### src/rtl/brainhack_defs.sv
// brainhack_defs: opcode, state and error encodings plus default widths
// shared by the brainhack execution core and its byte I/O port.
package brainhack_defs;

  localparam int DEF_TAPE_AW  = 8;
  localparam int DEF_TAPE_DW  = 8;
  localparam int DEF_PRG_AW   = 8;
  localparam int DEF_STACK_AW = 4;

  localparam logic [2:0] OP_INC   = 3'b000;
  localparam logic [2:0] OP_DEC   = 3'b001;
  localparam logic [2:0] OP_RIGHT = 3'b010;
  localparam logic [2:0] OP_LEFT  = 3'b011;
  localparam logic [2:0] OP_OUT   = 3'b100;
  localparam logic [2:0] OP_IN    = 3'b101;
  localparam logic [2:0] OP_LOOP  = 3'b110;
  localparam logic [2:0] OP_END   = 3'b111;

  typedef enum logic [2:0] {
    ST_FETCH,
    ST_EXEC,
    ST_OUT,
    ST_IN,
    ST_SKIP,
    ST_HALT,
    ST_ERROR
  } state_t;

  localparam logic [1:0] ERR_NONE      = 2'b00;
  localparam logic [1:0] ERR_OVERFLOW  = 2'b01;
  localparam logic [1:0] ERR_UNDERFLOW = 2'b10;
  localparam logic [1:0] ERR_UNMATCHED = 2'b11;

endpackage

### src/rtl/brainhack_io_port.sv
// brainhack_io_port: holding registers for the '.' (ready/valid out) and
// ',' (ready/valid in) byte handshakes. The core launches a transfer with a
// one-cycle start pulse; the port holds valid/ready until the partner accepts.
module brainhack_io_port
  import brainhack_defs::*;
#(
  parameter int DW = DEF_TAPE_DW
) (
  input  logic          clock,
  input  logic          reset_n,
  input  logic          i_out_start,
  input  logic [DW-1:0] i_out_byte,
  input  logic          i_in_start,
  input  logic          i_out_ready,
  input  logic          i_in_valid,
  output logic          o_out_valid,
  output logic [DW-1:0] o_out_data,
  output logic          o_in_ready,
  output logic          o_out_done,
  output logic          o_in_done
);

  logic          r_out_valid;
  logic          r_in_ready;
  logic [DW-1:0] r_out_data;

  assign o_out_done  = r_out_valid & i_out_ready;
  assign o_in_done   = r_in_ready & i_in_valid;
  assign o_out_valid = r_out_valid;
  assign o_out_data  = r_out_data;
  assign o_in_ready  = r_in_ready;

  // Handshake flags: raised on launch, dropped on the accepting beat
  always_ff @(posedge clock or negedge reset_n) begin
    if (!reset_n) begin
      r_out_valid <= 1'b0;
      r_in_ready  <= 1'b0;
    end else begin
      if (i_out_start)
        r_out_valid <= 1'b1;
      else if (o_out_done)
        r_out_valid <= 1'b0;
      if (i_in_start)
        r_in_ready <= 1'b1;
      else if (o_in_done)
        r_in_ready <= 1'b0;
    end
  end

  // Output byte captured at launch so it stays stable while the sink stalls
  always_ff @(posedge clock) begin
    if (i_out_start)
      r_out_data <= i_out_byte;
  end

endmodule

### src/rtl/brainhack_core_p.sv
// brainhack_core_p: parametrised brainhack execution core. Fetches 3-bit
// opcodes from program ROM, works on tape RAM, keeps loop return addresses
// in stack RAM, skips zero-entry loops, halts at PRG_END and flags errors.
// Build option: define BRAINHACK_CELL_SAT_EN to make '+'/'-' saturate at
// all-ones/zero instead of wrapping.
module brainhack_core_p
  import brainhack_defs::*;
#(
  parameter int TAPE_AW  = DEF_TAPE_AW,
  parameter int TAPE_DW  = DEF_TAPE_DW,
  parameter int PRG_AW   = DEF_PRG_AW,
  parameter int STACK_AW = DEF_STACK_AW,
  parameter int PRG_END  = (1 << PRG_AW) - 1
) (
  input  logic                clock,
  input  logic                reset_n,
  input  logic [TAPE_DW-1:0]  i_tape_data,
  input  logic [2:0]          i_prgmem_data,
  input  logic [PRG_AW-1:0]   i_stack_data,
  output logic                o_tape_in,
  output logic [TAPE_AW-1:0]  o_tape_addr,
  output logic [TAPE_DW-1:0]  o_tape_data,
  output logic [PRG_AW-1:0]   o_prgmem_addr,
  output logic                o_stack_in,
  output logic [STACK_AW-1:0] o_stack_addr,
  output logic [PRG_AW-1:0]   o_stack_data,
  output logic                o_out_valid,
  output logic [TAPE_DW-1:0]  o_out_data,
  input  logic                i_out_ready,
  input  logic                i_in_valid,
  input  logic [TAPE_DW-1:0]  i_in_data,
  output logic                o_in_ready,
  output logic                o_halted,
  output logic [1:0]          o_error
);

  localparam logic [PRG_AW-1:0] L_PRG_END = PRG_AW'(PRG_END);
  localparam logic [STACK_AW:0] L_SP_FULL = {1'b1, {STACK_AW{1'b0}}};

  state_t              r_state;
  logic [PRG_AW-1:0]   r_pc;
  logic [PRG_AW-1:0]   r_depth;
  logic [TAPE_AW-1:0]  r_tp;
  logic [STACK_AW:0]   r_sp;
  logic [2:0]          r_ir;
  logic [1:0]          r_err;

  logic                w_cell_zero;
  logic                w_cell_wr;
  logic [TAPE_DW-1:0]  w_cell_next;
  logic [PRG_AW-1:0]   w_pc_inc;
  logic [STACK_AW-1:0] w_sp_dec;
  logic                w_sp_empty;
  logic                w_sp_full;
  logic                w_at_end;
  logic                w_out_start;
  logic                w_in_start;
  logic                w_out_done;
  logic                w_in_done;

  // Returns {write_enable, new_value} for '+' (dec=0) or '-' (dec=1).
  // With saturation enabled the pinned cases suppress the write entirely.
  function automatic logic [TAPE_DW:0] cell_update(input logic [TAPE_DW-1:0] v,
                                                   input logic dec);
    logic [TAPE_DW-1:0] nxt;
    logic               wr;
    nxt = dec ? (v - TAPE_DW'(1)) : (v + TAPE_DW'(1));
`ifdef BRAINHACK_CELL_SAT_EN
    wr  = dec ? (v != '0) : (v != '1);
`else
    wr  = 1'b1;
`endif
    return {wr, nxt};
  endfunction

  assign {w_cell_wr, w_cell_next} = cell_update(i_tape_data, r_ir[0]);
  assign w_cell_zero = (i_tape_data == '0);
  assign w_pc_inc    = r_pc + PRG_AW'(1);
  assign w_sp_dec    = r_sp[STACK_AW-1:0] - STACK_AW'(1);
  assign w_sp_empty  = (r_sp == '0);
  assign w_sp_full   = (r_sp == L_SP_FULL);
  assign w_at_end    = (r_pc == L_PRG_END);

  assign o_tape_addr   = r_tp;
  assign o_prgmem_addr = r_pc;
  assign o_stack_data  = w_pc_inc;
  assign o_halted      = (r_state == ST_HALT);
  assign o_error       = r_err;

  brainhack_io_port #(
    .DW (TAPE_DW)
  ) u_io_port (
    .clock       (clock),
    .reset_n     (reset_n),
    .i_out_start (w_out_start),
    .i_out_byte  (i_tape_data),
    .i_in_start  (w_in_start),
    .i_out_ready (i_out_ready),
    .i_in_valid  (i_in_valid),
    .o_out_valid (o_out_valid),
    .o_out_data  (o_out_data),
    .o_in_ready  (o_in_ready),
    .o_out_done  (w_out_done),
    .o_in_done   (w_in_done)
  );

  // Memory strobes and handshake launches decoded from state and opcode
  always_comb begin
    o_tape_in    = 1'b0;
    o_tape_data  = w_cell_next;
    o_stack_in   = 1'b0;
    o_stack_addr = w_sp_dec;
    w_out_start  = 1'b0;
    w_in_start   = 1'b0;
    case (r_state)
      ST_EXEC: begin
        case (r_ir)
          OP_INC, OP_DEC: o_tape_in = w_cell_wr;
          OP_OUT:         w_out_start = 1'b1;
          OP_IN:          w_in_start = 1'b1;
          OP_LOOP: begin
            if (!w_cell_zero && !w_sp_full) begin
              o_stack_in   = 1'b1;
              o_stack_addr = r_sp[STACK_AW-1:0];
            end
          end
          default: ;
        endcase
      end
      ST_IN: begin
        o_tape_data = i_in_data;
        o_tape_in   = w_in_done;
      end
      default: ;
    endcase
  end

  // Control FSM: fetch/execute, I/O waits, loop skip, halt and error traps
  always_ff @(posedge clock or negedge reset_n) begin
    if (!reset_n) begin
      r_state <= ST_FETCH;
      r_pc    <= '0;
      r_tp    <= '0;
      r_sp    <= '0;
      r_ir    <= '0;
      r_depth <= '0;
      r_err   <= ERR_NONE;
    end else begin
      case (r_state)
        ST_FETCH: begin
          if (w_at_end) begin
            r_state <= ST_HALT;
          end else begin
            r_ir    <= i_prgmem_data;
            r_state <= ST_EXEC;
          end
        end
        ST_EXEC: begin
          r_state <= ST_FETCH;
          case (r_ir)
            OP_INC, OP_DEC: r_pc <= w_pc_inc;
            OP_RIGHT: begin
              r_tp <= r_tp + TAPE_AW'(1);
              r_pc <= w_pc_inc;
            end
            OP_LEFT: begin
              r_tp <= r_tp - TAPE_AW'(1);
              r_pc <= w_pc_inc;
            end
            OP_OUT: r_state <= ST_OUT;
            OP_IN:  r_state <= ST_IN;
            OP_LOOP: begin
              if (w_cell_zero) begin
                r_depth <= PRG_AW'(1);
                r_pc    <= w_pc_inc;
                r_state <= ST_SKIP;
              end else if (w_sp_full) begin
                r_err   <= ERR_OVERFLOW;
                r_state <= ST_ERROR;
              end else begin
                r_sp <= r_sp + (STACK_AW+1)'(1);
                r_pc <= w_pc_inc;
              end
            end
            OP_END: begin
              if (w_sp_empty) begin
                r_err   <= ERR_UNDERFLOW;
                r_state <= ST_ERROR;
              end else if (!w_cell_zero) begin
                r_pc <= i_stack_data;
              end else begin
                r_sp <= r_sp - (STACK_AW+1)'(1);
                r_pc <= w_pc_inc;
              end
            end
          endcase
        end
        ST_OUT: begin
          if (w_out_done) begin
            r_pc    <= w_pc_inc;
            r_state <= ST_FETCH;
          end
        end
        ST_IN: begin
          if (w_in_done) begin
            r_pc    <= w_pc_inc;
            r_state <= ST_FETCH;
          end
        end
        ST_SKIP: begin
          if (w_at_end) begin
            r_err   <= ERR_UNMATCHED;
            r_state <= ST_ERROR;
          end else begin
            r_pc <= w_pc_inc;
            if (i_prgmem_data == OP_LOOP) begin
              r_depth <= r_depth + PRG_AW'(1);
            end else if (i_prgmem_data == OP_END) begin
              r_depth <= r_depth - PRG_AW'(1);
              if (r_depth == PRG_AW'(1))
                r_state <= ST_FETCH;
            end
          end
        end
        ST_HALT, ST_ERROR: ;
        default: r_state <= ST_FETCH;
      endcase
    end
  end

endmodule

### config.mk
export PLATFORM = sky130hd
export DESIGN_NAME = brainhack_core_p
export DESIGN_NICKNAME = d
export VERILOG_FILES = /design/src/rtl/brainhack_defs.sv /design/src/rtl/brainhack_io_port.sv /design/src/rtl/brainhack_core_p.sv
export SDC_FILE = /design/constraint.sdc
export NUM_CORES = 1
export LEC_CHECK = 0
export BUFFER_PORTS_ARGS = -buffer_cell sky130_fd_sc_hd__buf_4
export CORE_MARGIN = 1
export CORE_UTILIZATION = 54
export DETAILED_ROUTE_END_ITERATION = 6
export PLACE_DENSITY = 0.84
export RECOVER_POWER = 50
export SYNTH_ARGS = -nofsm -noshare
export SYNTH_HDL_FRONTEND = slang
export SYNTH_SLANG_ARGS = --single-unit
### constraint.sdc
create_clock -name clock -period 4.15 [get_ports clock]
set_input_delay 0.83 -clock clock [delete_from_list [all_inputs] [get_ports clock]]
set_output_delay 0.83 -clock clock [all_outputs]
set_load 0.005 [all_outputs]
==> metrics.md, run 1 <==
| Metric | Value |
|---|---|
| Outcome | complete, but fails checks |
| Failing checks | max-capacitance violations, max-slew violations |
| Starting Density | between 50% and 60% |
| Final WL | 7.44 mm |
| Dpl cell area | between 0.003 and 0.004 mm2 |
| Die height | 79.6 um |
| Xor/xnor share of the synthesized area | 8.88% |
| CP max stage delay | 0.58 ns |
| WP data required | 3.32 ns |
| Syn Std Cell Area | 0.00325 mm2 |
| Fmax | around 270 MHz |
| Layout area overhead | 21.6% |
| Critical path cell sequence | clkbuf_1, or4_1, or2_0, nand3_1, inv_1, or4_1, xnor2_1, buf_4 |
| Max-slew headroom | -40.2% |
| Finish-stage setup viols | 0 |
| Largest net degree at the start of global routing | 40 |
| Post-layout min period | 3.70 ns |
| Critical Path Sink Type | output port |
| Clk pin slew, worst setup/hold paths | 0.08 ns |
| Reg2reg end | o_tape_addr[7]$_DFFE_PN0P_ |
| Synth unique cells | 53 |
| Initial antenna violation count | 0 |
| Mapped Cells | 365 |
| Routability congestion estimate | around 0.86 |
| Clock Tree Buf Depth | 2 |
| Post-synthesis compound-gate area fraction | 14.2% |
| Setup bufs post-CTS | 0 |
| Count leader, synth | nor2_1 |
| Final worst-path cycle share | 89.2% |
| Syn Nets | 420 |
| Remaining antenna violation count | 0 |
| Post-synthesis register bit count | 47 |
| Routed vias/inst | roughly 5.7 |
| GR Overflow Total | 0 |
| Peak fanout along the critical path | 5 |
| Clock skew | 0.0105 ns |
| Remaining DRCs | 0 |
| Hold_buf cts | 0 |
| Core area | between 0.005 and 0.006 mm2 |
| R2R cell count | 9 |
| Worst vdd ir | 442 uV |
| Routed vias | 2,923 |
| Ports | 82 |
| Dpl hpwl | 5.63 mm |
| Worst path slowest cell | or4_1 |
| Layout fillers | 470 |
| IO buf count | 81 |
| Final setup TNS | 0 ns |
| Post-synth top cells | nor2_1, dfrtp_1, a21oi_1 |
| Vias in the first global route | between 2,000 and 3,000 |
| WL/cell | ~14 um |
| Synth area leader | dfrtp_1 |
| Hold Path Depth | 1 |
| Crit path DAT | 2.87 ns |
| Critical path class | input port to output port |
| Final max-slew violation count | 40 |
| Avg Cell Area, Syn | 8.91 um2 |
| Sink Count | 47 |
| Count of final hold-check violations | 0 |
| DIE AREA | 0.00634 mm2 |
| Critical Path Most Common Cell | or4_1 |
| Cts repair resizes | 0 |
| R2R Setup Slk | 1.22 ns |
| Clock Latency Late Sink | just over 0.3 ns |
| Min-Delay Path Class | flip-flop to flip-flop |
| Number of diodes | 0 |
| Cell area after layout | 0.00396 mm2 |
| Most used flip-flop cell after synthesis | dfrtp_1 |
| Post-synth ARST share | between 80% and 90% |
| Max-cap check violation count | 1 |
| Layout cells sized above 1 | 20.8% |
| Final core occ | between 70 and 80% |
| Synth warnings | 0 |
| Total Routing Usage GR | 25.5% |
| CTS Buf Count | 5 |
| Std-Cell Rows | 27 |
| Kind of cell adding the most delay to the critical path | simple AND/OR/NAND/NOR gates |
| Hold path start | o_tape_addr[7]$_DFFE_PN0P_ |
| Final nets | 497 |
| Pre-Repair DR Iteration Count | 4 |
| Number of synthesized flops with an enable pin | 8 |
| Adder-cell share of the synthesized area | about a tenth |
| Post-Synth Simple-Gate Area | 21.0% |
| Main combinational cell family by area after synthesis | simple AND/OR/NAND/NOR gates |
| Worst path bufs/invs | 3 |
| CTS tree | yes |
| Drt initial violations | 144 |
| First-pass GRT wire length | 12.7 mm |
| Die X | 79.6 um |
| Sequential fraction of the synthesis area | 37.4% |
| Mux contribution to synthesized area | just under 4% |
| PwrDens | 755 mW/mm2 |
| Yosys top cell area share | 30.0% |
| Worst-Margin Slew | 2.10 ns |
| Leak | 1.84 nW |
| Reg-to-Reg Start | r_ir[0]$_DFFE_PN0P_ |
| Root Buffer | clkbuf_8 |
| H-Tree Depth | 2 |
| Hold endpoint | o_tape_addr[7]$_DFFE_PN0P_ |
| Startpoint Class | input port |
| RSZ-0062 raised after global routing | no |
| Leading post-synthesis cells by cell area | dfrtp_1, ha_1, edfxtp_1, xnor2_1, a21oi_1 |
[kinds of logic (layout without fill, tap and decap cells)]
kind of cell | after synthesis | after routing
and+or+nand+nor | 136 | 136
AOI/OAI and AO/OA | 77 | 77
DFF | 47 | 47
buffers and inverters | 36 | 114
xor gates and xnor gates | 33 | 33
adders and majority gates | 24 | 24
muxes | 12 | 12
[cells in the final DEF (no fill, tap or decap), types with 7 or more instances in the layout]
cell type and instances:
clkbuf_4 20, a21oi_1 33, nor3_1 8, dfrtp_1 39
nor2_1 44, inv_1 23, xor2_1 11, nand3_1 17
nand2_1 26, ha_1 21, clkbuf_1 13, o21ai_0 14
buf_4 51, edfxtp_1 8, clkbuf_8 7, xnor2_1 22
mux2_2 7
[report_power, final]
group          total (mW)  internal [mW]  switching, mW
clock network       0.307          0.152          0.154
logic                1.74          0.915          0.826
registers           0.939          0.654          0.285
total                2.99           1.72           1.27
[worst max path at each step]
stage	startpoint	endpoint	slack [ns]	cells after the start
floorplan	i_tape_data[5]	o_stack_addr[3]	0.80	7
global placement	i_tape_data[1]	o_stack_addr[3]	0.52	8
detailed placement	i_tape_data[1]	o_stack_addr[3]	0.49	8
CTS	i_tape_data[1]	o_stack_addr[3]	0.47	8
global route	i_tape_data[1]	o_stack_addr[3]	0.35	8
finish	i_tape_data[0]	o_stack_addr[3]	0.45	8
[flip-flops by register name (all words and copies together) (netlist names), 2 cells and up]
name and cells:
o_prgmem_addr 8, o_tape_addr 8, r_depth 8, u_io_port.o_out_data 8
r_sp 5, r_ir 3, r_state 3, o_error 2
[routing by layer]
layer  global-route usage (%)  vias up  wire [um]
met5                        0        -          0
met4                     8.73        0        138
met1                     31.4     1371       3140
met3                     5.14       12        510
met2                     44.0       97       3650
li1                         -     1443          -
[worst register-to-register path, cell delays in order, from the launching register on]
cell,delay (ns)
dfrtp_1,0.72
nand2_1,0.10
nor2_1,0.55
ha_1,0.36
a21oi_1,0.19
o211ai_1,0.16
o41ai_1,0.34
xor2_1,0.18
nor2_1,0.06
xor2_1,0.16
[through the flow]
step	std cells	power, mW	setup slack [ns]	hold WS (ns)
global route	515	3.25	0.352	0.489
detailed placement	507	2.69	0.494	0.463
global placement	507	2.62	0.520	0.459
CTS	515	3.01	0.466	0.480
floorplan	365	2.05	0.795	0.465
finish	515	2.99	0.447	0.475
[cell type report]
| class | count | area (um2) | area share (%) |
|---|---|---|---|
| clock buffers | 8 | 100 | 2.53 |
| inverters | 23 | 86.3 | 2.18 |
| multi-input cells | 282 | 1890 | 47.7 |
| flip-flops and latches | 47 | 1220 | 30.7 |
| well taps | 72 | 90.1 | 2.28 |
| repair buffers | 83 | 578 | 14.6 |
Note: power is estimated with default switching activity, not from simulation.
==> inputs of run 2 (changes only) <==
--- a/config.mk
+++ b/config.mk
@@ -9,7 +9,7 @@
 export CORE_MARGIN = 1
 export CORE_UTILIZATION = 54
 export DETAILED_ROUTE_END_ITERATION = 6
-export PLACE_DENSITY = 0.84
+export PLACE_DENSITY_LB_ADDON = 0.25
 export RECOVER_POWER = 50
 export SYNTH_ARGS = -nofsm -noshare
 export SYNTH_HDL_FRONTEND = slang
==> run 2 against run 1 <==
Net effect:
- sequential power hardly changed
- highest routed layer unchanged
- setup slack improved by 0.014 ns
- the run still ends with max-capacitance violations, max-slew violations left
- sequential share of layout area increased by 0.058 points
- flip-flop and latch count unchanged
- power shrank 1.6%
- largest power group unchanged
==> metrics.md, run 2 (synthesized netlist as in run 1, its figures left out) <==
| Metric | Value |
|---|---|
| Failing checks | max-capacitance violations, max-slew violations |
| Cell internal pwr | 1.69 mW |
| Initial antenna violation count | 0 |
| Critical Path Sink Type | output port |
| Startpoint Class | input port |
| Min-Delay Path Class | flip-flop to flip-flop |
| Clock Latency Late Sink | about 0.29 ns |
| Most frequent cells in the layout | buf_4, nor2_1, dfrtp_1 |
| CTS tree | yes |
| Hold_buf cts | 0 |
| Placed insts | 508 |
| H-Tree Depth | 2 |
| Cell area after layout | 0.00395 mm2 |
| Most common cell after layout, fill and taps aside | buf_4 |
| CP max stage delay | 0.58 ns |
| Clock network power share | under 10% |
| Switching power of the nets | 1.25 mW |
| GR Overflow Total | 0 |
| Critical Path Most Common Cell | or4_1 |
| Die X | 79.6 um |
| Number of diodes | 0 |
| Reg-to-Reg Start | r_ir[0]$_DFFE_PN0P_ |
| Worst-Margin Slew | 2.11 ns |
| Hold_ws | 0.490 ns |
| Core area | 0.00564 mm2 |
| WL/cell | about 14 um |
| Routed vias/inst | 5.66 |
| Vias in the first global route | 2,865 |
| Finish-stage setup viols | 0 |
| Crit path DAT | 2.86 ns |
| Critical path class | input port to output port |
| Total Routing Usage GR | 25.2% |
| Final max-slew violation count | 40 |
| Max-slew headroom | -40.5% |
| Switching Share | 42.5% |
| IO buf count | 81 |
| Clock Tree Buf Depth | 2 |
| Critical path cell sequence | clkbuf_1, or4_1, or2_0, nand3_1, inv_1, or4_1, xnor2_1, buf_4 |
| Final worst slack | 0.462 ns |
| Reg2reg end | o_tape_addr[7]$_DFFE_PN0P_ |
| WP data required | between 3 and 4 ns |
| DIE AREA | between 0.006 and 0.007 mm2 |
| Layout Cells excl Fill | 516 |
| Worst vdd ir | ~420 uV |
| Starting Density | 57.7% |
| Cts repair resizes | 0 |
| Routability congestion estimate | 0.851 |
| Layout area overhead | 21.4% |
| Setup bufs post-CTS | 0 |
| Final WL | 7.31 mm |
| Dpl hpwl | between 5 and 6 mm |
| R2R Setup Slk | 1.25 ns |
| Worst path slowest cell | or4_1 |
| First-pass GRT wire length | around 13 mm |
| Remaining antenna violation count | 0 |
| Routed vias | 2,920 |
| Final setup TNS | 0 ns |
| Largest net degree at the start of global routing | 40 |
| Final worst-path cycle share | between 80% and 90% |
| R2R cell count | 9 |
| Clock skew | 0.00534 ns |
| Pre-Repair DR Iteration Count | 4 |
| RSZ-0062 raised after global routing | no |
| Max-cap check violation count | 1 |
| Logic pwr share | between 50% and 60% |
| Drt initial violations | 165 |
| Std-Cell Rows | 27 |
| Clk pin slew, worst setup/hold paths | approximately 0.080 ns |
| Root Buffer | clkbuf_8 |
| Sink Count | 47 |
| Leak | about 1.8 nW |
| Peak fanout along the critical path | 5 |
| Pre-CTS WS | around 0.46 ns |
| PwrDens | 744 mW/mm2 |
| Dpl cell area | 0.00391 mm2 |
| Count of final hold-check violations | 0 |
| Outcome | complete, but fails checks |
| Sequential power share | 31.8% |
| Die height | 79.6 um |
| Fmax | 271 MHz |
| CTS Buf Count | 5 |
| Crit path from | i_tape_data[0] |
| Ports | 82 |
| Post-layout min period | 3.69 ns |
| Layout cells sized above 1 | 20.9% |
| Final nets | 498 |
| Crit path to | o_stack_addr[3] |
| Remaining DRCs | 0 |
## run 2: how the worst min path moves through the flow
stage | from | endpoint | slack (ns) | cells after the start
after floorplan | o_tape_addr[7]$_DFFE_PN0P_ | o_tape_addr[7]$_DFFE_PN0P_ | 0.46 | 1
after global placement | o_tape_addr[7]$_DFFE_PN0P_ | o_tape_addr[7]$_DFFE_PN0P_ | 0.46 | 1
after detailed placement | o_tape_addr[7]$_DFFE_PN0P_ | o_tape_addr[7]$_DFFE_PN0P_ | 0.48 | 1
after CTS | r_sp[4]$_DFFE_PN0P_ | r_sp[4]$_DFFE_PN0P_ | 0.50 | 1
after global routing | o_tape_addr[7]$_DFFE_PN0P_ | o_tape_addr[7]$_DFFE_PN0P_ | 0.50 | 1
final | o_tape_addr[7]$_DFFE_PN0P_ | o_tape_addr[7]$_DFFE_PN0P_ | 0.49 | 1
## run 2: per-stage QoR
stage	util (%)	power, mW
global placement	69.3	2.62
CTS	70.7	2.97
detailed placement	69.3	2.69
global route	70.0	3.22
finish	70.0	2.94
floorplan	-	2.05
## run 2: cell type report
class / count / area, um2
Clock buffer: 7 / 76.3
Tap cell: 72 / 90.1
Fill cell: 443 / 1690
Clock inverter: 1 / 5.00
Multi-Input combinational cell: 282 / 1890
Inverter: 23 / 86.3
Sequential cell: 47 / 1220
Timing Repair Buffer: 84 / 589
## run 2: power by group through the flow
stage | Sequential [mW] | Combinational (mW) | Clock (mW)
2_1_floorplan | 0.837 | 1.22 | 0
3_3_place_gp | 0.935 | 1.69 | 0
3_5_place_dp | 0.938 | 1.75 | 0
4_1_cts | 0.932 | 1.76 | 0.274
5_1_grt | 0.972 | 1.96 | 0.294
6_report | 0.936 | 1.74 | 0.265
## run 2: layer usage
metal	vias to the layer above	part of all wire (%)	global-route usage (%)
met3	6	6.0	4.91
li1	1442	-	-
met5	-	0	0
met1	1366	43	30.8
met4	0	0.90	7.45
met2	106	50	44.4
## run 2: critical path, delay by kind of cell
| kind | cells | cell delay, ns |
|---|---|---|
| XOR/XNOR | 1 | 0.14 |
| buffers and inverters | 3 | 0.34 |
| AND/OR/NAND/NOR | 4 | 1.54 |
==> inputs of run 3 (changes only) <==
--- a/config.mk
+++ b/config.mk
@@ -8,6 +8,7 @@
 export BUFFER_PORTS_ARGS = -buffer_cell sky130_fd_sc_hd__buf_4
 export CORE_MARGIN = 1
 export CORE_UTILIZATION = 54
+export CTS_BUF_LIST = sky130_fd_sc_hd__clkbuf_4
 export DETAILED_ROUTE_END_ITERATION = 6
 export PLACE_DENSITY_LB_ADDON = 0.25
 export RECOVER_POWER = 50
==> run 3 against run 2 <==
Net effect:
- the flow still finishes with violations (max-capacitance violations, max-slew violations)
- clock skew barely moved
- design area decreased by 0.51%
- die area is the same
==> metrics.md, run 3 (synthesized netlist as in run 1, its figures left out) <==
| Metric | Value |
|---|---|
| Outcome | complete, but fails checks |
| Failing checks | max-capacitance violations, max-slew violations |
| WL/cell | 14.1 um |
| Final worst-path cycle share | 88.9% |
| Routability congestion estimate | around 0.85 |
| Count of final hold-check violations | 0 |
| WP data required | 3.32 ns |
| Wl on met1 | about 3.2 mm |
| Die X | 79.6 um |
| Hold Path Depth | 1 |
| Final max-slew violation count | 40 |
| Clk pin slew, worst setup/hold paths | 0.13 ns |
| CTS tree | yes |
| Worst-Margin Slew | about 2.1 ns |
| Die height | about 80 um |
| Worst path bufs/invs | 3 |
| CP max stage delay | 0.58 ns |
| Max-cap check violation count | 1 |
| Critical path class | input port to output port |
| Kind of cell adding the most delay to the critical path | simple AND/OR/NAND/NOR gates |
| Remaining DRCs | 0 |
| Fmax | 271 MHz |
| Routed vias/inst | 5.65 |
| Clock skew | 0.00491 ns |
| Reg2reg end | o_tape_addr[7]$_DFFE_PN0P_ |
| Worst vdd ir | 426 uV |
| Leak | about 1.8 nW |
| CTS Buf Count | 5 |
| Max-slew headroom | -38.7% |
| Final nets | 498 |
| Crit path DAT | 2.86 ns |
| Sequential Area | 0.00122 mm2 |
| DIE AREA | 0.00634 mm2 |
| Largest net degree at the start of global routing | 40 |
| Std-Cell Rows | 27 |
| Most common cell after layout, fill and taps aside | buf_4 |
| Critical path cell sequence | clkbuf_1, or4_1, or2_0, nand3_1, inv_1, or4_1, xnor2_1, buf_4 |
| Critical Path Sink Type | output port |
| Top sig layer | met4 |
| Post-layout min period | between 3 and 4 ns |
| Remaining antenna violation count | 0 |
| Dpl hpwl | 5.61 mm |
| Core area | 0.00564 mm2 |
| Final setup TNS | 0 ns |
| Setup bufs post-CTS | 0 |
| Hold_buf cts | 0 |
| Drt initial violations | 126 |
| Ports | between 80 and 90 |
| Total Routing Usage GR | 25.3% |
| Reg-to-Reg Start | r_ir[0]$_DFFE_PN0P_ |
| Pre-Repair DR Iteration Count | 4 |
| Multi-input gate area | 0.00189 mm2 |
| Starting Density | 57.7% |
| Total chip power | slightly below 3 mW |
| Final WL | between 7 and 8 mm |
| Worst path slowest cell | or4_1 |
| Layout area overhead | 20.8% |
| Startpoint Class | input port |
| Critical Path Most Common Cell | or4_1 |
| Final worst slack | 0.462 ns |
| RSZ-0062 raised after global routing | no |
| Number of diodes | 0 |
| Hold endpoint | o_tape_addr[7]$_DFFE_PN0P_ |
| Peak fanout along the critical path | 5 |
| R2R cell count | 9 |
| Min-Delay Path Class | flip-flop to flip-flop |
| Sink Count | 47 |
| Most frequent cells in the layout | buf_4, nor2_1, dfrtp_1 |
| Finish-stage setup viols | 0 |
| Pre-CTS WS | 0.457 ns |
| Clock Latency Late Sink | 0.37 ns |
| R2R Setup Slk | 1.23 ns |
| Routed vias | around 2,900 |
| Met3 Wirelength | between 400 and 500 um |
| GR Overflow Total | 0 |
| Cts repair resizes | 0 |
| Initial antenna violation count | 0 |
| Clock Tree Buf Depth | 2 |
| First-pass GRT wire length | 12.6 mm |
| Root Buffer | clkbuf_4 |
| PwrDens | 738 mW/mm2 |
| Hold path start | o_tape_addr[7]$_DFFE_PN0P_ |
| Vias in the first global route | 2,867 |
| DR WL met2 | 3.56 mm |
| H-Tree Depth | 2 |
| Layout fillers | 440 |
| Layout cells sized above 1 | 21.6% |
| IO buf count | 81 |
## run 3: per-stage QoR
step                utilization (%)  instance area [um2]  hold WS [ns]  cells
CTS                            70.3                 3970         0.429    516
global route                   69.6                 3930         0.506    516
floorplan                         -                 3250         0.465    365
detailed placement             69.3                 3910         0.485    508
finish                         69.6                 3930         0.495    516
global placement               69.3                 3910         0.459    508
## run 3: metal layers
metal | up-vias | track usage [%]
li1 | 1446 | -
met3 | 9 | 5.71
met1 | 1367 | 30.4
met5 | - | 0
met2 | 94 | 44.3
met4 | 0 | 8.91
## run 3: final cells by class
cell class                      instances  share of cell area (%)
Multi-Input combinational cell        282                    48.0
Sequential cell                        47                    31.0
Timing Repair Buffer                   84                    15.1
Tap cell                               72                    2.29
Inverter                               23                    2.20
Clock buffer                            7                    1.34
Clock inverter                          1                   0.127
## run 3: worst max path at each step
stage                      end  slack, ns  depth (start not counted)      startpoint
6_report       o_stack_addr[3]       0.46                          8  i_tape_data[0]
5_1_grt        o_stack_addr[3]       0.34                          8  i_tape_data[1]
4_1_cts        o_stack_addr[3]       0.45                          8  i_tape_data[1]
3_5_place_dp   o_stack_addr[3]       0.46                          8  i_tape_data[1]
3_3_place_gp   o_stack_addr[3]       0.53                          8  i_tape_data[1]
2_1_floorplan  o_stack_addr[3]       0.80                          7  i_tape_data[5]
## run 3: power by group
group / internal (mW) / switching [mW]
clock network: 0.0794 / 0.147
logic: 0.923 / 0.819
registers: 0.652 / 0.281
